$ cat src/rtl/serial_add_sched_pkg.sv
`default_nettype none
// +----------------------------------------------------------------------+
// | Package : slip_seradd_pkg                                            |
// | Shared types and constants for the serial add scheduler.             |
// | Rev     : 1.0                                                        |
// +----------------------------------------------------------------------+
package slip_seradd_pkg;

  // Scheduler phases: arbitration, bit-serial add, result publish.
  typedef enum logic [1:0] {
    IDLE   = 2'd0,
    SHIFT  = 2'd1,
    FINISH = 2'd2
  } state_t;

  // Number of requesters sharing the serial datapath.
  localparam int NREQ = 2;

  // Width of the bit counter for a given operand width.
  function automatic int cnt_width(input int width);
    return $clog2(width);
  endfunction

endpackage
`default_nettype wire

$ cat src/rtl/serial_add_sched_if.sv
`default_nettype none
// +----------------------------------------------------------------------+
// | Interface : serial_add_sched_if                                      |
// | Request/operand/result bundle of the serial add scheduler.           |
// | Rev       : 1.0                                                      |
// +----------------------------------------------------------------------+
interface serial_add_sched_if
  import slip_seradd_pkg::*;
#(
  parameter int WIDTH = 16
);

  logic [NREQ-1:0]  REQ;
  logic [WIDTH-1:0] X0;
  logic [WIDTH-1:0] Y0;
  logic [WIDTH-1:0] X1;
  logic [WIDTH-1:0] Y1;
  logic [NREQ-1:0]  GNT;
  logic [NREQ-1:0]  DONE;
  logic [WIDTH-1:0] SUM;
  logic             COUT;
  logic             BUSY;

  // Requester side: drives requests and operands, observes results.
  modport master (
    output REQ, X0, Y0, X1, Y1,
    input  GNT, DONE, SUM, COUT, BUSY
  );

  // Scheduler side.
  modport slave (
    input  REQ, X0, Y0, X1, Y1,
    output GNT, DONE, SUM, COUT, BUSY
  );

endinterface
`default_nettype wire

$ cat src/rtl/serial_add_sched_fa_bit.sv
`default_nettype none
// +----------------------------------------------------------------------+
// | Module : serial_fa_bit                                               |
// | Combinational 1-bit full adder: two half-add cells plus carry OR.    |
// | Rev    : 1.0                                                         |
// +----------------------------------------------------------------------+
module serial_fa_bit (
  input  logic x,
  input  logic y,
  input  logic cin,
  output logic s,
  output logic cout
);

  logic w_p;
  logic w_g1;
  logic w_g2;

  // First half-add cell: x + y.
  assign w_p  = x ^ y;
  assign w_g1 = x & y;

  // Second half-add cell: partial sum + carry in.
  assign s    = w_p ^ cin;
  assign w_g2 = w_p & cin;

  // Either half-add cell can generate the carry.
  assign cout = w_g1 | w_g2;

endmodule
`default_nettype wire

$ cat src/rtl/serial_add_sched.sv
`default_nettype none
// +----------------------------------------------------------------------+
// | Module : serial_add_sched                                            |
// | Round-robin scheduler sharing one bit-serial adder between two       |
// | requesters; operands shift LSB first through a 1-bit full add.       |
// | Rev    : 1.0                                                         |
// +----------------------------------------------------------------------+
module serial_add_sched
  import slip_seradd_pkg::*;
#(
  parameter int WIDTH = 16
) (
  input  logic              MasterClock,
  input  logic              RESETL,
  serial_add_sched_if.slave bus
);

  localparam int CW = cnt_width(WIDTH);
  localparam logic [CW-1:0] C_LAST = CW'(WIDTH - 1);

  state_t           r_state;
  logic             r_ptr;
  logic             r_owner;
  logic [WIDTH-1:0] r_xs;
  logic [WIDTH-1:0] r_ys;
  logic [WIDTH-1:0] r_rs;
  logic             r_c;
  logic [CW-1:0]    r_cnt;
  logic [WIDTH-1:0] r_sum;
  logic             r_cout;
  logic [NREQ-1:0]  r_gnt;
  logic [NREQ-1:0]  r_done;
  logic             r_busy;

  logic             w_win;
  logic             w_s;
  logic             w_c;
  logic [WIDTH-1:0] w_rs_next;

  // Round-robin pick: a lone request always wins, a tie goes to the pointer.
  always_comb begin
    w_win = r_ptr;
    if (bus.REQ != 2'b11) w_win = bus.REQ[1];
  end

  serial_fa_bit u_fa (
    .x    (r_xs[0]),
    .y    (r_ys[0]),
    .cin  (r_c),
    .s    (w_s),
    .cout (w_c)
  );

  // New sum bit enters from the MSB side so bit 0 ends up at the LSB.
  assign w_rs_next = (r_rs >> 1) | {w_s, {(WIDTH-1){1'b0}}};

  // Scheduler FSM, serial datapath and registered outputs.
  always_ff @(posedge MasterClock) begin
    if (!RESETL) begin
      r_state <= IDLE;
      r_ptr   <= 1'b0;
      r_owner <= 1'b0;
      r_xs    <= '0;
      r_ys    <= '0;
      r_rs    <= '0;
      r_c     <= 1'b0;
      r_cnt   <= '0;
      r_sum   <= '0;
      r_cout  <= 1'b0;
      r_gnt   <= '0;
      r_done  <= '0;
      r_busy  <= 1'b0;
    end else begin
      r_gnt  <= '0;
      r_done <= '0;
      case (r_state)
        IDLE: begin
          if (bus.REQ != '0) begin
            r_owner <= w_win;
            r_xs    <= w_win ? bus.X1 : bus.X0;
            r_ys    <= w_win ? bus.Y1 : bus.Y0;
            r_c     <= 1'b0;
            r_cnt   <= '0;
            r_gnt   <= w_win ? 2'b10 : 2'b01;
            r_ptr   <= ~w_win;
            r_busy  <= 1'b1;
            r_state <= SHIFT;
          end
        end
        SHIFT: begin
          r_rs  <= w_rs_next;
          r_xs  <= r_xs >> 1;
          r_ys  <= r_ys >> 1;
          r_c   <= w_c;
          r_cnt <= r_cnt + 1'b1;
          // The result is published on the edge that enters FINISH so that
          // SUM/COUT and DONE are all valid during the FINISH cycle.
          if (r_cnt == C_LAST) begin
            r_sum   <= w_rs_next;
            r_cout  <= w_c;
            r_done  <= r_owner ? 2'b10 : 2'b01;
            r_state <= FINISH;
          end
        end
        FINISH: begin
          r_busy  <= 1'b0;
          r_state <= IDLE;
        end
        default: begin
          r_busy  <= 1'b0;
          r_state <= IDLE;
        end
      endcase
    end
  end

  assign bus.GNT  = r_gnt;
  assign bus.DONE = r_done;
  assign bus.SUM  = r_sum;
  assign bus.COUT = r_cout;
  assign bus.BUSY = r_busy;

endmodule
`default_nettype wire

$ cat src/flat_wrapper.sv
// flat-port wrapper written by rule: the top's interface ports become plain ports
module serial_add_sched_flat import slip_seradd_pkg::*;
#(
  parameter int WIDTH = 16
)
  (MasterClock, RESETL, bus_REQ, bus_X0, bus_Y0, bus_X1, bus_Y1, bus_GNT, bus_DONE, bus_SUM, bus_COUT, bus_BUSY);
  serial_add_sched_if #(.WIDTH(WIDTH)) bus_i ();
  input  logic MasterClock;
  input  logic RESETL;
  input wire logic [$bits(bus_i.REQ)-1:0] bus_REQ;
  input wire logic [$bits(bus_i.X0)-1:0] bus_X0;
  input wire logic [$bits(bus_i.Y0)-1:0] bus_Y0;
  input wire logic [$bits(bus_i.X1)-1:0] bus_X1;
  input wire logic [$bits(bus_i.Y1)-1:0] bus_Y1;
  output wire logic [$bits(bus_i.GNT)-1:0] bus_GNT;
  output wire logic [$bits(bus_i.DONE)-1:0] bus_DONE;
  output wire logic [$bits(bus_i.SUM)-1:0] bus_SUM;
  output wire logic [$bits(bus_i.COUT)-1:0] bus_COUT;
  output wire logic [$bits(bus_i.BUSY)-1:0] bus_BUSY;
  assign bus_i.REQ = bus_REQ;
  assign bus_i.X0 = bus_X0;
  assign bus_i.Y0 = bus_Y0;
  assign bus_i.X1 = bus_X1;
  assign bus_i.Y1 = bus_Y1;
  assign bus_GNT = bus_i.GNT;
  assign bus_DONE = bus_i.DONE;
  assign bus_SUM = bus_i.SUM;
  assign bus_COUT = bus_i.COUT;
  assign bus_BUSY = bus_i.BUSY;
  serial_add_sched #(.WIDTH(WIDTH)) u_core (.MasterClock(MasterClock), .RESETL(RESETL), .bus(bus_i));
endmodule
$ cat config.mk
export PLATFORM = sky130hd
export DESIGN_NAME = serial_add_sched_flat
export DESIGN_NICKNAME = d
export VERILOG_FILES = /design/src/rtl/serial_add_sched_pkg.sv /design/src/rtl/serial_add_sched_if.sv /design/src/rtl/serial_add_sched_fa_bit.sv /design/src/rtl/serial_add_sched.sv /design/src/flat_wrapper.sv
export SDC_FILE = /design/constraint.sdc
export NUM_CORES = 1
export LEC_CHECK = 0
export ABC_AREA = 1
export BUFFER_PORTS_ARGS = -buffer_cell sky130_fd_sc_hd__buf_2
export CAP_MARGIN = 20
export CORE_MARGIN = 1
export CORE_UTILIZATION = 49
export DETAILED_ROUTE_END_ITERATION = 7
export PLACE_DENSITY = 0.76
export SYNTH_ARGS = -nofsm -noshare
export SYNTH_HDL_FRONTEND = slang
export SYNTH_SLANG_ARGS = --single-unit
export TNS_END_PERCENT = 20
$ cat constraint.sdc
create_clock -name MasterClock -period 1.3 [get_ports MasterClock]
set_input_delay 0.195 -clock MasterClock [delete_from_list [all_inputs] [get_ports MasterClock]]
set_output_delay 0.195 -clock MasterClock [all_outputs]
set_load 0.005 [all_outputs]
==> results of run 1 <==
[worst max-delay path, stage by stage, from the launching register on]
cell,delay (ns)
dfxtp_2,0.33
ha_2,0.21
nand3_4,0.10
nor2_4,0.23
nand2_4,0.12
inv_4,0.11
nand2_1,0.06
nand2_1,0.05
[layout make-up]
type,count,area (um2),area share
Multi-Input combinational cell,384,1810,0.380
Timing Repair Buffer,111,656,0.138
Sequential cell,78,1560,0.329
Clock buffer,10,138,0.0290
Tap cell,102,128,0.0269
Clock inverter,6,45.0,0.00948
Timing Repair inverter,1,6.26,0.00132
Inverter,106,408,0.0858
[per-stage QoR]
step	setup slack (ns)	util
after floorplan	0.0565	-
after global placement	0.0864	0.576
after detailed placement	0.0344	0.576
after CTS	0.0178	0.600
after global routing	-0.0241	0.609
final	0.0496	0.609
[path summary, 6_finish.rpt]
| kind | end | startpoint | slack (ns) |
|---|---|---|---|
| worst max-delay path | u_core.bus.SUM[5] | u_core.r_cnt[1] | 0.05 |
| worst min-delay path | u_core.r_ys[15] | bus_Y1[15] | 0.08 |
| worst max register to register | u_core.bus.SUM[5] | u_core.r_cnt[1] | 0.05 |
| worst min register to register | u_core.bus.SUM[2] | u_core.r_rs[3] | 0.46 |
[registers in the layout, indices dropped and copies added (netlist names)]
register,count
u_core.bus.DONE,2
u_core.bus.SUM,16
u_core.r_cnt,4
u_core.bus.BUSY,1
u_core.r_xs,16
u_core.bus.GNT,2
u_core.r_owner,1
u_core.r_ptr,1
u_core.bus.COUT,1
u_core.r_rs,15
u_core.r_ys,16
u_core.r_state,2
u_core.r_c,1
[layer usage]
metal / GRT usage / up-vias
li1: - / 2076
met1: 0.284 / 1784
met2: 0.363 / 88
met5: 0 / -
met3: 0.0390 / 13
met4: 0.0911 / 0
[timing repair]
action	in CTS	in global routing
hold endpoints to repair	0	0
setup buffers	0	3
resized for setup	0	16
setup endpoints to repair	0	34
[power groups by stage]
stage               logic [mW]  clock network (mW)  registers (mW)
floorplan                0.896                   0            2.73
global placement          1.17                   0            2.75
detailed placement        1.21                   0            2.75
CTS                       1.22                1.70            2.70
global route              1.41                1.82            2.72
finish                    1.23                1.67            2.70
[cell usage in the layout (no fill, tap or decap), types with 2 or more instances in the layout]
cell type / count
a21oi_1: 67
buf_12: 3
buf_2: 89
buf_4: 17
buf_6: 2
clkbuf_8: 10
clkinv_2: 2
clkinv_4: 4
dfxtp_1: 76
dfxtp_2: 2
inv_1: 103
inv_6: 2
nand2_1: 100
nand3_1: 117
nand3b_1: 2
nand4_1: 3
nor2_1: 62
o21ai_0: 19
o21ai_1: 3
[cells by family after synthesis]
| group | count (synthesis) |
|---|---|
| AND/OR/NAND/NOR | 291 |
| buffers and inverters | 150 |
| AO/OA/AOI/OAI | 91 |
| flip-flops | 78 |
| adder cells (fa/ha/maj) | 2 |
==> flow_metrics.env, run 1 <==
export IMPL_worstSetupPathType="reg2reg"
export IMPL_synthFlopType="dfxtp_1"
export IMPL_cts_root_buf="clkbuf_8"
export IMPL_combPwrFrac=0.219
export IMPL_dpl_hpwl_mm=6.25
export IMPL_synth_top_area_frac=0.392
export IMPL_synthXorXnorAreaFrac=0
export IMPL_synth_edff_count=0
export IMPL_ys_seq_elements=78
export IMPL_seqPwrFrac=0.483
export IMPL_arrival_ns=1.55
export IMPL_vias=3961
export IMPL_worstPathRequired_ns=1.60
export IMPL_ir_drop_mv=0.717
export IMPL_path_max_fanout=7
export IMPL_first_pass_iters=4
export IMPL_avgSynthCellArea_um2=6.51
export IMPL_wl_met3_um=459
export IMPL_route_detailed_drc=0
export IMPL_yosys_top_cells_count="117 x nand3_1, 103 x inv_1, 100 x nand2_1, 78 x dfxtp_1, 67 x a21oi_1"
export IMPL_htree_num_levels=3
export IMPL_finalInstanceArea_mm2=0.00475
export IMPL_synth_area_mm2=0.00399
export IMPL_synth_top_family_by_area="simple AND/OR/NAND/NOR gates"
export IMPL_ioPinCount=90
export IMPL_synth_simple_area_share=0.322
export IMPL_dpl_cell_count=778
export IMPL_clock_path_buffers=2
export IMPL_min_period_ns=1.25
export IMPL_synth_nets=682
export IMPL_p_int_mw=3.84
export IMPL_yosysWarnings=0
export IMPL_path_clk_slew_ns=0.08
export IMPL_cp_start_kind="flop"
export IMPL_synth_compound_area_share=0.116
export IMPL_synth_cell_types=28
export IMPL_die_h_um=92.2
export IMPL_reg2regPathDepth=7
export IMPL_initial_core_util=0.511
export IMPL_grt_overflow_total=0
export IMPL_power_leakage_nw=2.49
export IMPL_setup_viol=0
export IMPL_fillers=752
export IMPL_cts_hold_buf=0
export IMPL_synthMuxAreaShare=0
export IMPL_diodes=0
export IMPL_power_frac_clock=0.298
export IMPL_place_gp_congestion=0.786
export IMPL_wl_per_cell_um=11.4
export IMPL_holdPathStages=3
export IMPL_antenna_left=0
export IMPL_cts_buffers_inserted=9
export IMPL_drive_above_1_share=0.203
export IMPL_grt_antenna_before_repair=0
export IMPL_whs_ns=0.0790
export IMPL_drv_cap=0
export IMPL_fin_nets=761
export IMPL_grt_first_pass_wirelength_mm=15.2
export IMPL_synthArstFlopShare=0
export IMPL_switching_share=0.314
export IMPL_die_w_um=92.2
export IMPL_cts_sinks=78
export IMPL_synth_cells=612
export IMPL_slew_headroom=0.817
export IMPL_yosysMostFrequentCell="nand3_1"
export IMPL_fmax_mhz=800
export IMPL_grt_pass1_vias=3459
export IMPL_met2_length_mm=4.34
export IMPL_rows=32
export IMPL_cts_tree="built"
export IMPL_yosysSeqAreaShare=0.392
export IMPL_worstMarginPinSlew_ns=0.274
export IMPL_hold_path_class="in2reg"
export IMPL_grt_max_degree=49
export IMPL_finalNonFillerCells=798
export IMPL_tns_ns=0
export IMPL_outcome="finished clean"
export IMPL_place_area_mm2=0.00450
export IMPL_first_iter_violations=188
export IMPL_port_buffers=89
export IMPL_dieArea_mm2=0.00850
export IMPL_yosys_area_share_adder=0.00816
export IMPL_core_mm2=0.00781
export IMPL_rsz0062_at_grt="yes"
export IMPL_top_layer_used="met4"
export IMPL_switchingPower_mw=1.76
export IMPL_clk_latency_ns=0.36
export IMPL_area_growth_pct=19.2
export IMPL_final_max_slew_viol_count=0
export IMPL_finalHoldViolations=0
export IMPL_ys_top_cells_by_area="dfxtp_1 39%, nand3_1 15%, inv_1 9.7%, nand2_1 9.4%, a21oi_1 8.4%"
export IMPL_grt_usage=0.221
export IMPL_yosysTopAreaCell="dfxtp_1"
export IMPL_endpoint_kind="flop"
export IMPL_wl_met1_mm=4.16
export IMPL_p_per_area_mw_per_mm2=1180
export IMPL_wl_mm=9.11
export IMPL_power_total_mw=5.60
export IMPL_viasPerCell=4.96
export IMPL_period_share=0.962
export IMPL_final_setup_skew_ns=0.0148
Note: power is estimated with default switching activity, not from simulation.
==> run 2: changes to the inputs <==
CELL_PAD_IN_SITES_DETAIL_PLACEMENT = 0   (was default)
CELL_PAD_IN_SITES_GLOBAL_PLACEMENT = 1   (was default)
CORE_ASPECT_RATIO = 1.1   (was default)
CORE_UTILIZATION = 34   (was 49)
PLACE_DENSITY = default   (was 0.76)
PLACE_DENSITY_LB_ADDON = 0.1   (was default)
==> flow_metrics.env, run 2 (same netlist as run 1, synthesis figures left out) <==
export IMPL_outcome="complete, but fails checks"
export IMPL_violations="DRC"
export IMPL_worstPathRequired_ns=1.57
export IMPL_htree_num_levels=3
export IMPL_fin_nets=765
export IMPL_clock_path_buffers=2
export IMPL_layout_common_cells="117 x nand3_1, 103 x inv_1, 100 x nand2_1"
export IMPL_min_from="bus_X0[15]"
export IMPL_cts_sinks=78
export IMPL_diodes=0
export IMPL_min_period_ns=1.21
export IMPL_fillers=1229
export IMPL_dpl_hpwl_mm=6.98
export IMPL_wl_mm=9.92
export IMPL_core_mm2=0.0114
export IMPL_drive_above_1_share=0.206
export IMPL_worstMarginPinSlew_ns=0.245
export IMPL_grtUsageMet2=0.290
export IMPL_vias=3932
export IMPL_p_per_area_mw_per_mm2=1340
export IMPL_wl_per_cell_um=11.7
export IMPL_first_iter_violations=137
export IMPL_finalHoldViolations=0
export IMPL_final_max_slew_viol_count=0
export IMPL_grt_first_pass_wirelength_mm=16.4
export IMPL_power_leakage_nw=2.56
export IMPL_port_buffers=89
export IMPL_viasPerCell=4.63
export IMPL_arrival_ns=1.48
export IMPL_gr_usage_met3=0.0354
export IMPL_power_total_mw=6.70
export IMPL_die_w_um=105
export IMPL_grt_pass1_vias=3458
export IMPL_final_setup_skew_ns=0.00372
export IMPL_path_clk_slew_ns=0.06
export IMPL_path_max_fanout=4
export IMPL_cts_root_buf="clkbuf_16"
export IMPL_antenna_left=0
export IMPL_rsz0062_at_grt="yes"
export IMPL_route_detailed_drc=4
export IMPL_die_h_um=116
export IMPL_hold_path_class="in2reg"
export IMPL_initial_core_util=0.348
export IMPL_place_gp_congestion=0.741
export IMPL_ioPinCount=90
export IMPL_holdPathStages=3
export IMPL_finalNonFillerCells=850
export IMPL_drv_cap=0
export IMPL_tns_ns=0
export IMPL_rows=41
export IMPL_dpl_cell_count=833
export IMPL_first_pass_iters=8
export IMPL_cts_buffers_inserted=9
export IMPL_cp_start_kind="flop"
export IMPL_endpoint_kind="flop"
export IMPL_fmax_mhz=829
export IMPL_setup_viol=0
export IMPL_cts_tree="built"
export IMPL_reg2reg_from="u_core.r_cnt[1]"
export IMPL_use_met1=0.207
export IMPL_grt_max_degree=50
export IMPL_reg2regPathDepth=6
export IMPL_slew_headroom=0.837
export IMPL_busiest_layer="met2"
export IMPL_ir_drop_mv=0.711
export IMPL_dieArea_mm2=0.0122
export IMPL_worstSetupPathType="reg2reg"
export IMPL_grt_overflow_total=0
export IMPL_area_growth_pct=25.5
export IMPL_grt_usage=0.170
export IMPL_clk_latency_ns=0.33
export IMPL_final_common_cell="nand3_1"
export IMPL_setup_worst_path_start="u_core.r_cnt[1]"
export IMPL_period_share=0.927
export IMPL_grt_antenna_before_repair=0
run 2: changes by cell type in the layout (fill, tap and decap cells not counted), moves of 2 or more:
cell	change
bufinv_16	+2
clkinv_4	-2
buf_6	-2
clkbuf_16	+9
clkbuf_8	-10
buf_4	+4
buf_12	+3
clkinvlp_4	+2
run 2: worst paths after layout:
kind	slack [ns]	end
worst max-delay path	0.09	u_core.bus.DONE[1]
worst min register to register	0.46	u_core.bus.SUM[15]
worst max register to register	0.09	u_core.bus.DONE[1]
worst min-delay path	0.1	u_core.r_xs[15]
run 2: what timing repair did:
item | CTS | global route
hold buffers | 0 | 0
buffers inserted | 0 | 1
endpoints found under the setup margin | 0 | 43
gates resized for setup | 0 | 9
run 2: through the flow:
stage,instance area (um2),util,setup slack [ns],hold WS [ns]
2_1_floorplan,3990,-,0.0565,0.336
3_3_place_gp,4650,0.406,0.0613,0.432
3_5_place_dp,4650,0.406,0.0273,0.440
4_1_cts,4970,0.435,0.00866,0.0868
5_1_grt,5000,0.437,-0.0268,0.116
6_report,5000,0.437,0.0944,0.0997
run 2: worst max-delay path, stage by stage (launching register included):
cell     delay, ns
dfxtp_1       0.33
ha_2          0.20
nand3_2       0.11
nor2_4        0.15
nand2_2       0.11
buf_4         0.16
nor2_1        0.08
run 2: layout make-up:
class,count,area (um2),share of cell area
clock buffer,9,225,0.0450
clock inverter,7,97.6,0.0195
inverter,106,405,0.0810
multi-input combinational,384,1800,0.360
sequential,78,1560,0.312
tap,150,188,0.0375
timing repair buffer,116,723,0.145
run 2: report_power, final:
part,switching (mW),internal [mW]
registers,0.102,2.61
clock network,1.01,1.69
logic,0.764,0.523
run 2: metal layers:
layer | up-vias | part of all wire
met2 | 77 | 0.47
met4 | 0 | 0.015
met3 | 11 | 0.051
met5 | - | 0
li1 | 2090 | -
met1 | 1754 | 0.46
==> run 3: changes to the inputs <==
CORE_MARGIN = 3   (was 1)
CORE_UTILIZATION = 37   (was 34)
clock period = 1.2 ns   (was 1.3 ns; I/O delays follow)
==> flow_metrics.env, run 3 (same netlist as run 1, synthesis figures left out) <==
export IMPL_grt_overflow_total=0
export IMPL_cts_sinks=78
export IMPL_setup_viol=3
export IMPL_power_leakage_nw=2.67
export IMPL_grt_first_pass_wirelength_mm=16.1
export IMPL_antenna_left=0
export IMPL_clk_latency_ns=0.33
export IMPL_core_mm2=0.0104
export IMPL_period_share=1.00
export IMPL_place_gp_congestion=0.730
export IMPL_rsz0062_at_grt="yes"
export IMPL_outcome="complete, but fails checks"
export IMPL_area_growth_pct=32.2
export IMPL_finalHoldViolations=0
export IMPL_die_h_um=115
export IMPL_violations="setup timing"
export IMPL_fin_nets=777
export IMPL_fmax_mhz=829
export IMPL_min_period_ns=1.21
export IMPL_path_max_fanout=4
export IMPL_dieArea_mm2=0.0121
export IMPL_grt_pass1_vias=3479
export IMPL_layout_common_cells="116 x nand3_1, 101 x inv_1, 97 x nand2_1"
export IMPL_path_clk_slew_ns=0.06
export IMPL_rows=39
export IMPL_endpoint_kind="flop"
export IMPL_drv_cap=0
export IMPL_htree_num_levels=3
export IMPL_reg2regPathDepth=6
export IMPL_wl_per_cell_um=11.9
export IMPL_drive_above_1_share=0.256
export IMPL_grt_max_degree=61
export IMPL_multiInputGateArea_mm2=0.00191
export IMPL_cts_hold_buf=0
export IMPL_initial_core_util=0.382
export IMPL_dpl_cell_count=832
export IMPL_clock_path_buffers=2
export IMPL_dp_slack_ns=-0.0772
export IMPL_worstMarginPinSlew_ns=0.266
export IMPL_final_max_slew_viol_count=0
export IMPL_final_setup_skew_ns=0.00766
export IMPL_cts_buffers_inserted=9
export IMPL_final_common_cell="nand3_1"
export IMPL_die_w_um=105
export IMPL_arrival_ns=1.47
export IMPL_ioPinCount=90
export IMPL_slew_headroom=0.822
export IMPL_grt_antenna_before_repair=0
export IMPL_ir_drop_mv=0.854
export IMPL_p_per_area_mw_per_mm2=1440
export IMPL_grt_usage=0.164
export IMPL_hold_path_class="in2reg"
export IMPL_fin_ws_ns=-0.00560
export IMPL_finalNonFillerCells=854
export IMPL_first_iter_violations=181
export IMPL_cts_root_buf="clkbuf_16"
export IMPL_viasPerCell=4.64
export IMPL_port_buffers=89
export IMPL_cts_tree="built"
export IMPL_first_pass_iters=4
export IMPL_wl_mm=10.2
export IMPL_worstPathRequired_ns=1.47
export IMPL_vias=3963
export IMPL_route_detailed_drc=0
export IMPL_diodes=0
export IMPL_worstSetupPathType="reg2reg"
export IMPL_dpl_hpwl_mm=6.99
export IMPL_seq_area_mm2=0.00157
export IMPL_holdPathStages=3
export IMPL_cp_start_kind="flop"
export IMPL_fillers=1109
-- run 3: changes by cell type in the layout (fill, tap and decap cells not counted), moves of 3 or more --
cell	before	now
o21ai_2	0	3
nor2_4	2	6
o21ai_0	20	15
buf_6	0	6
nor2_1	62	48
dfxtp_2	1	4
buf_4	21	25
nor2_2	0	10
nand2_1	100	97
dfxtp_1	77	74
-- run 3: layer usage --
metal,GRT usage,vias to the layer above,wire length (um)
met3,0.0331,7,323
met4,0.0560,0,104
met5,0,-,0
met1,0.212,1778,4860
li1,-,2113,-
met2,0.273,65,4900
-- run 3: area by class of cell --
| type | count | share of cell area |
|---|---|---|
| clock buffer | 10 | 0.0454 |
| clock inverter | 5 | 0.0204 |
| inverter | 106 | 0.0781 |
| multi-input combinational | 384 | 0.363 |
| sequential | 78 | 0.297 |
| tap | 143 | 0.0340 |
| timing repair buffer | 127 | 0.161 |
| timing repair inverter | 1 | 0.00119 |
-- run 3: path summary, 6_finish.rpt --
| kind | from | end | slack [ns] |
|---|---|---|---|
| setup / recovery | u_core.r_cnt[0] | u_core.bus.COUT | -0.006 |
| hold / removal | bus_X0[15] | u_core.r_xs[15] | 0.1 |
| setup reg to reg | u_core.r_cnt[0] | u_core.bus.COUT | -0.006 |
| hold reg to reg | u_core.r_rs[9] | u_core.bus.SUM[8] | 0.46 |
-- run 3: critical path: stages (launching register included) --
cell	delay [ns]
dfxtp_2	0.36
ha_4	0.15
nand3_4	0.09
nor2_4	0.20
nand2_4	0.11
buf_6	0.15
o21ai_2	0.10
-- run 3: what timing repair did --
action                                  CTS  global route
hold endpoints to repair                  0             0
gates resized for setup                   9            44
buffers inserted                          1             4
pin swaps                                 1            13
gates cloned                              0             2
endpoints found under the setup margin   53            76
-- run 3: where the power goes --
| part | switching [mW] | leakage, nW | total (mW) | internal, mW |
|---|---|---|---|---|
| clock | 1.06 | 0.169 | 3.14 | 2.08 |
| combinational | 0.875 | 1.86 | 1.51 | 0.631 |
| sequential | 0.122 | 0.642 | 2.95 | 2.83 |
| total | 2.05 | 2.67 | 7.59 | 5.54 |
-- run 3: metrics by stage --
step | setup TNS, ns | utilization | power [mW] | cell area [um2] | hold WS (ns)
floorplan | 0 | - | 3.93 | 4000 | 0.321
global placement | -0.274 | 0.449 | 4.35 | 4690 | 0.432
detailed placement | -1.03 | 0.449 | 4.37 | 4690 | 0.431
CTS | -0.0398 | 0.485 | 7.54 | 5070 | 0.0841
global route | -2.75 | 0.505 | 8.00 | 5270 | 0.112
finish | -0.0109 | 0.505 | 7.59 | 5270 | 0.0985
